`config.mk`:
```
export PLATFORM = sky130hd
export DESIGN_NAME = stopwatch_ctrl
export DESIGN_NICKNAME = d
export VERILOG_FILES = /design/src/rtl/stopwatch_ctrl.sv
export SDC_FILE = /design/constraint.sdc
export NUM_CORES = 1
export LEC_CHECK = 0
export BUFFER_PORTS_ARGS = -buffer_cell sky130_fd_sc_hd__buf_4
export CORE_AREA = 2 2 55 57
export CTS_CLUSTER_DIAMETER = 200
export DETAILED_ROUTE_END_ITERATION = 12
export DIE_AREA = 0 0 57 59
export PLACE_DENSITY = 0.77
export SYNTH_ARGS = -nofsm -noshare
export SYNTH_HDL_FRONTEND = slang
export SYNTH_SLANG_ARGS = --single-unit
```
`constraint.sdc`:
```
create_clock -name clk -period 2 [get_ports clk]
set_clock_uncertainty 0.15 [all_clocks]
set_input_delay 0.1 -clock clk [delete_from_list [all_inputs] [get_ports clk]]
set_output_delay 0.1 -clock clk [all_outputs]
set_load 0.01 [all_outputs]
```
`src/rtl/stopwatch_ctrl.sv`:
```
// rtl/stopwatch_ctrl.sv - stopwatch sequencing: RUN/PAUSED/ADJ control, MM:SS BCD counters, 4-digit scan
module stopwatch_ctrl #(
    parameter bit BLINK_EN     = 1'b1,
    parameter bit PAUSE_IN_ADJ = 1'b0
) (
    input  logic       clk,
    input  logic       rst,
    input  logic       tick_1hz,
    input  logic       tick_2hz,
    input  logic       tick_scan,
    input  logic       pause,
    input  logic       adj,
    input  logic       sel,
    output logic [1:0] state,
    output logic [6:0] min_bcd,
    output logic [6:0] sec_bcd,
    output logic [3:0] an,
    output logic [3:0] digit
);

    typedef enum logic [1:0] {
        ST_RUN    = 2'b00,
        ST_PAUSED = 2'b01,
        ST_ADJ    = 2'b10
    } state_e;

    state_e     state_q, state_d;
    logic       pflag_q, pflag_d;
    logic [6:0] min_q, min_d;
    logic [6:0] sec_q, sec_d;
    logic [1:0] scan_q, scan_d;
    logic       blink_q, blink_d;
    logic [3:0] an_q, an_d;
    logic [3:0] digit_q, digit_d;
    logic       blank;

    // Two-digit BCD increment that wraps 59 -> 00.
    function automatic logic [6:0] bcd_inc59(input logic [6:0] v);
        logic [6:0] r;
        if (v[3:0] == 4'd9) begin
            if (v[6:4] == 3'd5) r = 7'h00;
            else                r = {v[6:4] + 3'd1, 4'd0};
        end else begin
            r = {v[6:4], v[3:0] + 4'd1};
        end
        return r;
    endfunction

    always_comb begin
        state_d = state_q;
        pflag_d = pflag_q;
        if (adj) begin
            state_d = ST_ADJ;
        end else begin
            case (state_q)
                ST_ADJ:    state_d = pflag_q ? ST_PAUSED : ST_RUN;
                ST_RUN:    if (pause) begin
                               state_d = ST_PAUSED;
                               pflag_d = 1'b1;
                           end
                ST_PAUSED: if (pause) begin
                               state_d = ST_RUN;
                               pflag_d = 1'b0;
                           end
                default:   state_d = ST_RUN;
            endcase
        end
        if (PAUSE_IN_ADJ && state_q == ST_ADJ && pause) begin
            pflag_d = ~pflag_q;
        end
    end

    // Ticks act on the pre-transition state, so a tick coincident with adj rising still counts.
    always_comb begin
        min_d = min_q;
        sec_d = sec_q;
        if (state_q == ST_RUN && tick_1hz) begin
            sec_d = bcd_inc59(sec_q);
            if (sec_q == 7'h59) min_d = bcd_inc59(min_q);
        end
        if (state_q == ST_ADJ && tick_2hz) begin
            if (sel) sec_d = bcd_inc59(sec_q);
            else     min_d = bcd_inc59(min_q);
        end
        blink_d = (state_q == ST_ADJ && state_d == ST_ADJ) ? (blink_q ^ tick_2hz) : 1'b0;
    end

    always_comb begin
        scan_d  = scan_q;
        an_d    = an_q;
        digit_d = digit_q;
        blank   = BLINK_EN && blink_q && (sel ? ~scan_q[1] : scan_q[1]);
        if (tick_scan) begin
            scan_d = scan_q + 2'd1;
            an_d   = 4'b1111;
            if (!blank) an_d[scan_q] = 1'b0;
            case (scan_q)
                2'd0:    digit_d = sec_q[3:0];
                2'd1:    digit_d = {1'b0, sec_q[6:4]};
                2'd2:    digit_d = min_q[3:0];
                default: digit_d = {1'b0, min_q[6:4]};
            endcase
        end
    end

    always_ff @(posedge clk or negedge rst) begin
        if (!rst) begin
            state_q <= ST_RUN;
            pflag_q <= 1'b0;
            min_q   <= 7'h00;
            sec_q   <= 7'h00;
            scan_q  <= 2'd0;
            blink_q <= 1'b0;
            an_q    <= 4'b1111;
            digit_q <= 4'd0;
        end else begin
            state_q <= state_d;
            pflag_q <= pflag_d;
            min_q   <= min_d;
            sec_q   <= sec_d;
            scan_q  <= scan_d;
            blink_q <= blink_d;
            an_q    <= an_d;
            digit_q <= digit_d;
        end
    end

    assign state   = state_q;
    assign min_bcd = min_q;
    assign sec_bcd = sec_q;
    assign an      = an_q;
    assign digit   = digit_q;

endmodule

```
==> results.py <==
metrics = {
    "synth": {
        "ys_top_cells_by_count": "dfrtp_1, nor2_1, nand2_1",
        "async_flop_share_pct": 100,
        "ys_top_cells_by_area": "dfrtp_1, dfstp_2, mux2_2",
        "synth_top_cell_by_area": "dfrtp_1",
        "syn_avg_cell_area_um2": 11.0,
        "synth_top_flop_cell": "dfrtp_1",
        "yosysMostFrequentCell": "dfrtp_1",
        "synth-seq-cells": 28,
        "synth_top_area_share_pct": 42.2,
        "yosysUniqueCellTypes": 37,
        "syn-cell-area_um2": 1420,
        "syn_nets": 142,
        "synth-edff-count": 0,
        "ys_seq_area_share_pct": 49.6,
        "netlist_instances": 129,
        "ys_warn_count": 0,
    },
    "grt": {
        "grt_overflow": 0,
        "grt_max_degree": 29,
        "grt_usage_pct": 19.7,
        "grt_pass1_wl_um": 4950,
        "antenna_found_initial": 0,
        "grt_pass1_vias": 1099,
    },
    "setup_path": {
        "r2r_start": "state[0]",
        "cp_cell_sequence": "or4bb_1 -> o31ai_4 -> buf_4 -> nand2_1 -> mux2_2",
        "crit_type": "reg2reg",
        "path_buf_inv": 1,
        "crit_path_top_delay_cell": "or4bb_1",
        "critPathTopFamily": "simple AND/OR/NAND/NOR gates",
        "end_kind": "flip-flop",
        "r2r_slack_ps": 40,
        "crit_arrival_ps": 2040,
        "startpoint_type": "flip-flop",
        "cpPeakStageDelay_ps": 570,
        "reg2regPathDepth": 5,
        "cp.required_ps": 2090,
        "rr_endpoint": "min_bcd[1]",
        "cp_max_fo": 8,
    },
    "clock_tree": {
        "path_clk_slew_ps": 150,
        "numCtsBuffers": 3,
        "cts_htree_levels": 1,
        "cts_tree": "yes",
        "ctsLongestPathBuffers": 2,
        "clock_latency_ps": 340,
        "clock_sinks": 28,
        "ctsRootBufferMaster": "clkbuf_4",
    },
    "layout": {
        "final_cell_area_um2": 1820,
        "fin_nets": 185,
        "antenna_cells": 0,
        "drive_above_1_share_pct": 33.9,
        "syn_to_final_growth_pct": 27.7,
    },
    "timing": {
        "max-slew-margin-rel_pct": 66.0,
        "final-hold-violation-count": 0,
        "final.min_clock_period_ps": 1960,
        "post-route-period-util_pct": 97.8,
        "setup_ws_ps": 44.9,
        "fmax_ghz": 0.511,
        "slew_viol_final": 0,
        "worst_pin_slew_ps": 508,
        "setup_viol": 0,
    },
    "placement": {
        "gp_congestion": 0.718,
        "placed_cell_area_um2": 1680,
        "dp_slack_ps": 71.7,
        "dp_hpwl_um": 2160,
        "io_buffers": 31,
    },
    "power_and_ir_drop": {
        "power.density_nw_per_um2": 1340,
        "pwr-share-seq_pct": 43.0,
        "vdd_drop_max_v": 0.000991,
        "clockPowerShare_pct": 11.4,
        "p_leak_nw": 0.867,
        "switchingPower_mw": 0.938,
        "swShare_pct": 38.5,
        "finalPower_mw": 2.44,
        "p_comb_share_pct": 45.6,
        "p_int_mw": 1.50,
    },
    "detailed_routing": {
        "first_pass_iters": 4,
        "wirelength_um": 3010,
        "vias": 1113,
        "drt_iter0_drc": 44,
        "drc": 0,
        "ant_nets": 0,
        "post_drt_wl_per_cell_um": 14.9,
        "vias_per_cell": 5.51,
    },
    "floorplanning": {
        "fp-row-count": 19,
        "die_area_um2": 3360,
        "io-pin-count": 32,
        "core-area_um2": 2710,
        "initial_core_util_pct": 52.5,
        "chipWidth_um": 57,
        "die_y_um": 59,
    },
    "hold_path": {
        "hold_class": "in2async",
    },
    "run_status": {
        "status": "complete, no violations",
    },
    "run": {
        "cap_violations": 0,
    },
}
-- cells in the final DEF (no fill, tap or decap), types with 4 or more instances in the layout --
cell type      count
dfrtp_1           21
dfstp_2            4
mux2_2             7
o21ai_0            5
xor2_1             6
nand2_1           10
nor2_1            14
a31oi_1            5
dlygate4sd3_1      7
inv_1              5
nor2b_1            5
nand3_1            4
ha_1               5
buf_4             37
-- layout make-up --
type / instances / area, um2
Clock buffer: 4 / 36.3
Fill cell: 229 / 892
Inverter: 5 / 18.8
Multi-Input combinational cell: 90 / 667
Sequential cell: 28 / 709
Tap cell: 31 / 38.8
Timing Repair Buffer: 44 / 348
-- worst max-delay path by stage --
stage / from / end / slack [ps] / depth (start not counted)
6_report: state[0] / min_bcd[1] / 40 / 5
5_1_grt: state[0] / min_bcd[1] / -10 / 5
4_1_cts: state[0] / min_bcd[6] / 40 / 4
3_5_place_dp: state[0] / min_bcd[6] / 70 / 4
3_3_place_gp: state[0] / min_bcd[5] / 130 / 4
2_1_floorplan: sec_bcd[2] / min_bcd[6] / 110 / 5
-- power groups by stage --
stage / logic, mW / registers [mW] / clock network (mW)
2_1_floorplan: 0.600 / 1.08 / 0
3_3_place_gp: 1.04 / 1.05 / 0
6_report: 1.11 / 1.05 / 0.279
5_1_grt: 1.23 / 1.09 / 0.307
3_5_place_dp: 1.09 / 1.06 / 0
4_1_cts: 1.11 / 1.05 / 0.291
-- kinds of logic (layout without fill, tap and decap cells) --
group / count (synthesis) / after routing / synth area share, %
XOR/XNOR: 9 / 9 / 5.54
multiplexers: 10 / 10 / 7.82
flip-flops: 28 / 28 / 49.6
adder cells (fa/ha/maj): 5 / 5 / 4.39
AO/OA/AOI/OAI: 23 / 23 / 12.0
AND/OR/NAND/NOR: 43 / 43 / 17.1
buffers and inverters: 11 / 53 / 3.60
-- flip-flops by register name (all words and copies together) (netlist names) --
signal	flops
scan_q	2
digit	4
pflag_q	1
an	4
state	2
blink_q	1
min_bcd	7
sec_bcd	7
-- stage by stage --
step                utilization (%)  hold WS, ps  setup TNS [ps]  std cells
finish                         67.1         37.5               0        202
global route                   67.1         58.0           -26.3        202
CTS                            65.8         42.2               0        198
detailed placement             61.9         -113               0        187
global placement               61.9         -116               0        187
floorplan                         -         -346               0        129
-- layer usage --
layer / vias up / GRT usage, % / wire [um] / part of all wire [%]
met5: - / 0 / 0 / 0
met4: 0 / 8.97 / 59 / 2.0
met3: 5 / 3.06 / 154 / 5.1
met2: 36 / 35.6 / 1490 / 49
met1: 536 / 23.1 / 1310 / 43
li1: 536 / - / - / -
-- what timing repair did --
action                     CTS  global route
setup endpoints to repair    0             3
hold buffers                 7             0
hold endpoints to repair    42             0
buffers inserted             0             4
resized for setup            0             3
(Power assumes the default switching activity.)
